File: config.mk
export PLATFORM = sky130hd
export DESIGN_NAME = stall_ctrl
export DESIGN_NICKNAME = d
export VERILOG_FILES = /design/src/rtl/cpu_defs.sv /design/src/rtl/sat_counter.sv /design/src/rtl/stall_ctrl.sv
export SDC_FILE = /design/constraint.sdc
export NUM_CORES = 1
export LEC_CHECK = 0
export BUFFER_PORTS_ARGS = -buffer_cell sky130_fd_sc_hd__buf_2
export CORE_ASPECT_RATIO = 0.75
export CORE_UTILIZATION = 40
export CTS_BUF_LIST = sky130_fd_sc_hd__clkbuf_2
export DETAILED_ROUTE_END_ITERATION = 10
export PLACE_DENSITY_LB_ADDON = 0.05
export SYNTH_ARGS = -nofsm -noshare
export SYNTH_HDL_FRONTEND = slang
export SYNTH_HIERARCHICAL = 1
export SYNTH_SLANG_ARGS = --single-unit
File: constraint.sdc
create_clock -name clk -period 5.51 [get_ports clk]
set_input_delay 0.8265 -clock clk [delete_from_list [all_inputs] [get_ports clk]]
set_output_delay 0.8265 -clock clk [all_outputs]
set_load 0.02 [all_outputs]
File: src/rtl/cpu_defs.sv
// Shared pipeline-control definitions: stall encodings, stage bit positions
// and the multi-cycle EX sequencer state type.
package cpu_defs;

  localparam int unsigned STALL_W = 6;

  localparam int unsigned STG_PC    = 0;
  localparam int unsigned STG_IFID  = 1;
  localparam int unsigned STG_IDEX  = 2;
  localparam int unsigned STG_EXMEM = 3;
  localparam int unsigned STG_MEMWB = 4;
  localparam int unsigned STG_RSVD  = 5;

  typedef logic [STALL_W-1:0] stall_t;

  localparam stall_t STALL_NONE = '0;
  // ID hazard freezes PC, IF/ID and ID/EX; EX op additionally freezes EX/MEM.
  localparam stall_t STALL_ID = stall_t'((32'd1 << STG_PC) | (32'd1 << STG_IFID) |
                                         (32'd1 << STG_IDEX));
  localparam stall_t STALL_EX = stall_t'((32'd1 << STG_PC) | (32'd1 << STG_IFID) |
                                         (32'd1 << STG_IDEX) | (32'd1 << STG_EXMEM));

  typedef enum logic [1:0] {
    ST_IDLE = 2'd0,
    ST_BUSY = 2'd1,
    ST_DONE = 2'd2
  } ex_state_e;

endpackage

File: src/rtl/sat_counter.sv
// Free-running saturating up-counter used for pipeline performance statistics.
module sat_counter #(
  parameter int unsigned W = 32
) (
  input  logic         clk,
  input  logic         rst,
  input  logic         inc_i,
  output logic [W-1:0] count_o
);

  logic [W-1:0] count_q;
  logic [W-1:0] count_d;

  // Hold at all-ones instead of wrapping.
  always_comb begin
    count_d = count_q;
    if (inc_i && (count_q != '1)) begin
      count_d = count_q + W'(1);
    end
  end

  always_ff @(posedge clk) begin
    if (rst) begin
      count_q <= '0;
    end else begin
      count_q <= count_d;
    end
  end

  assign count_o = count_q;

endmodule

File: src/rtl/stall_ctrl.sv
// Pipeline hazard/stall controller: multi-cycle EX sequencing, ID load-use
// stalls, flush handling and a saturating stall-cycle counter.
module stall_ctrl
  import cpu_defs::*;
#(
  parameter int unsigned CNT_W  = 6,
  parameter int unsigned PERF_W = 32
) (
  input  logic              clk,
  input  logic              rst,
  input  logic              id_stallreq,
  input  logic              ex_start,
  input  logic [CNT_W-1:0]  ex_cycles,
  input  logic              flush_req,
  output logic [5:0]        stall,
  output logic              flush,
  output logic              ex_busy,
  output logic              ex_done,
  output logic              ex_cancel,
  output logic [PERF_W-1:0] stall_cycles
);

  ex_state_e        state_q, state_d;
  logic [CNT_W-1:0] cnt_q, cnt_d;
  logic             start_ok;
  logic             ex_stall;

  always_ff @(posedge clk) begin
    if (rst) begin
      state_q <= ST_IDLE;
      cnt_q   <= '0;
    end else begin
      state_q <= state_d;
      cnt_q   <= cnt_d;
    end
  end

  // Next state and combinational hold/flush outputs; priority flush > EX > ID.
  always_comb begin
    state_d   = state_q;
    cnt_d     = cnt_q;
    stall     = STALL_NONE;
    flush     = 1'b0;
    ex_busy   = 1'b0;
    ex_done   = 1'b0;
    ex_cancel = 1'b0;
    start_ok  = (state_q == ST_IDLE) && ex_start && (ex_cycles >= CNT_W'(2));
    ex_stall  = start_ok || (state_q == ST_BUSY);

    case (state_q)
      ST_IDLE: begin
        if (ex_start && (ex_cycles >= CNT_W'(3))) begin
          state_d = ST_BUSY;
          cnt_d   = ex_cycles - CNT_W'(2);
        end else if (ex_start && (ex_cycles == CNT_W'(2))) begin
          state_d = ST_DONE;
        end
      end
      ST_BUSY: begin
        cnt_d = cnt_q - CNT_W'(1);
        if (cnt_q == CNT_W'(1)) begin
          state_d = ST_DONE;
        end
      end
      ST_DONE: begin
        state_d = ST_IDLE;
      end
      default: begin
        state_d = ST_IDLE;
        cnt_d   = '0;
      end
    endcase

    // Reset silences every output; the register process handles the state.
    if (!rst) begin
      ex_busy = (state_q == ST_BUSY);
      if (flush_req) begin
        flush     = 1'b1;
        ex_cancel = (state_q == ST_BUSY) || (state_q == ST_DONE);
        state_d   = ST_IDLE;
        cnt_d     = '0;
      end else begin
        ex_done = (state_q == ST_DONE);
        if (ex_stall) begin
          stall = STALL_EX;
        end else if (id_stallreq) begin
          stall = STALL_ID;
        end
      end
    end
  end

  sat_counter #(
    .W (PERF_W)
  ) u_stall_cnt (
    .clk     (clk),
    .rst     (rst),
    .inc_i   (stall[STG_PC]),
    .count_o (stall_cycles)
  );

endmodule

==> results_dict.tcl <==
set metrics [dict create \
    cts_sinks 40 \
    grt_start_max_net_pins 40 \
    yosysTopAreaCell "dfxtp_1" \
    netlist_area_um2 2420 \
    io_pins 53 \
    fin_tns_setup_ps 0 \
    crit_fanout 39 \
    tritoncts "yes" \
    antenna_found_initial 0 \
    hold_viol_final 0 \
    fin_util_pct 47.3 \
    ys_seq_area_share_pct 33.1 \
    tightestPinTransition_ps 751 \
    fp.coreArea_um2 5830 \
    p_leak_nw 1.02 \
    clkLatencyLatePin_ps 390 \
    synthArstFlopShare_pct 0 \
    start_util_pct 41.5 \
    fin_cells 411 \
    seqCellArea_um2 801 \
    cp.arrival_ps 3950 \
    ant_nets 0 \
    antennaDiodeCount 0 \
    post_cts_buffers 0 \
    die_w_um 91.8 \
    fmax_ghz 0.273 \
    drv_cap 0 \
    drc 0 \
    worstHoldPathType "flop to flop" \
    multi_input_area_um2 1490 \
    holdBufCountCts 0 \
    setup_viol 0 \
    gp_congestion 0.920 \
    wl_um 5990 \
    period_minus_slack_ps 3670 \
    root_buffer "clkbuf_2" \
    critPathCaptureType "flop" \
    area_delta_synth_final_pct 13.9 \
    via_per_inst 5.56 \
    grt_pass1_vias 1959 \
    firstDrtPassIters 5 \
    postPlaceCellArea_um2 2690 \
    fillers 597 \
    yosysUniqueCellTypes 57 \
    relSlewSlack_pct 49.6 \
    p_total_uw 547 \
    synth_edf_count 0 \
    holdPathStages 2 \
    slew_violations 0 \
    synth_top_area_share_pct 33.1 \
    htreeDepth 2 \
    rows 24 \
    path_class "input port to flop" \
    grtUsageTotal_pct 19.3 \
    powerDensity_nw_per_um2 199 \
    hpwl_um 4390 \
    die_y_um 69.4 \
    ir_drop_v 0.0000992 \
    synthCells 290 \
    status "completed" \
    io_buffers 50 \
    syn_area_per_cell_um2 8.34 \
    yosysWarnings 6 \
    synth_seq_cells 40 \
    grt_overflow 0 \
    placedCellCount 403 \
    clock_path_buffers 2 \
    finalInstanceArea_um2 2760 \
    ys.flop_type "dfxtp_1" \
    skew_ps 29.0 \
    path_clk_slew_ps 230 \
    cp_data_required_time_ps 5800 \
    rsz0062_at_grt "false" \
    nNetsFinal 350 \
    cp-start-kind "input port" \
    drtIter0Drc 104 \
    finalCritPeriodShare_pct 66.6 \
    vias 2287 \
    wl_per_cell_um 14.6 \
    drive_above_1_share_pct 23.1 \
    r2r_cells 11 \
    cts_buffers 5 \
    yosys-top-cells-area "dfxtp_1 (33%), a21oi_1 (6.2%), o31ai_1 (4.0%)" \
    grt_pass1_wl_um 9790 \
    post_cts_resized 0 \
    dieArea_um2 6370 \
]
-- kinds of logic after synthesis --
group / count (synthesis) / share of synthesized area [%]
flops: 40 / 33.1
mux: 3 / 1.34
buf+inv: 27 / 5.58
other cells: 1 / 0.155
compound gates: 77 / 22.6
xor+xnor: 10 / 3.62
fa+ha+maj: 7 / 3.62
simple gates: 125 / 30.0
-- cell type report --
type	instances	area share (%)
inverter	10	1.36
timing repair buffer	51	9.36
sequential	40	29.1
clock buffer	5	0.908
clock inverter	3	1.54
tap	78	3.54
multi-input combinational	224	54.2
-- critical path, stage by stage --
cell	delay, ps
buf_2	330
or2_2	500
nor2_1	400
nand4_1	400
nor4_2	650
nand4_1	160
nor4_1	300
mux2_2	370
-- synthesized netlist by cell type, types with 4 or more instances --
library cell and count:
a21oi_1 30, and4_1 5, buf_4 4, clkbuf_1 8
dfxtp_1 40, ha_1 7, inv_1 10, nand2_1 17
nand3_1 13, nand4_1 10, nor2_1 24, nor2b_1 4
nor3_1 6, nor4_1 4, o21ai_0 10, o31ai_1 13
or3_1 10, or4_1 12, xnor2_1 6, xor2_1 4
-- through the flow --
stage	setup WS, ps	hold WS [ps]
floorplan	2040	467
global placement	1560	478
detailed placement	1460	490
CTS	1880	516
global route	1660	545
finish	1840	513
-- final timing paths --
kind	start	end	slack, ps
hold / removal	u_stall_cnt/count_o[23]	u_stall_cnt/count_o[23]	510
hold reg to reg	u_stall_cnt/count_o[23]	u_stall_cnt/count_o[23]	510
setup / recovery	rst	u_stall_cnt/count_o[31]	1840
setup reg to reg	state_q[0]	u_stall_cnt/count_o[31]	1970
-- per-layer routing --
layer,track usage (%),vias up,part of all wire (%)
li1,-,1178,-
met1,31.0,1042,54
met2,26.0,65,40
met3,3.73,2,5.5
met4,4.17,0,0.42
met5,0,-,0
-- power breakdown --
group	leakage [nW]	internal, mW	switching [mW]	total (mW)
Sequential	0.323	0.294	0.00427	0.299
Combinational	0.659	0.0262	0.0458	0.0721
Clock	0.0390	0.0759	0.100	0.176
-- placed cells by master (no fill, tap or decap), types with 3 or more instances in the layout --
| cell type | count |
|---|---|
| ha_1 | 7 |
| nor3_1 | 6 |
| dfxtp_1 | 40 |
| clkbuf_2 | 5 |
| or4_1 | 12 |
| o21ai_0 | 10 |
| nor2_1 | 24 |
| o31ai_1 | 13 |
| or3_1 | 10 |
| buf_2 | 50 |
| nand3_1 | 13 |
| xor2_1 | 4 |
| nor4_1 | 3 |
| a21oi_1 | 30 |
| inv_1 | 10 |
| and2_1 | 3 |
| and3_1 | 3 |
| nor3b_1 | 3 |
| nand4_1 | 10 |
| nand2_1 | 17 |
| xnor2_1 | 6 |
| and4_1 | 5 |
| nor2b_1 | 4 |
-- state kept, by name (all words and copies together) (netlist names) --
| signal | flops |
|---|---|
| cnt_q | 6 |
| state_q | 2 |
| u_stall_cnt/count_o | 32 |
No activity file was read; power rests on OpenSTA's default activity.
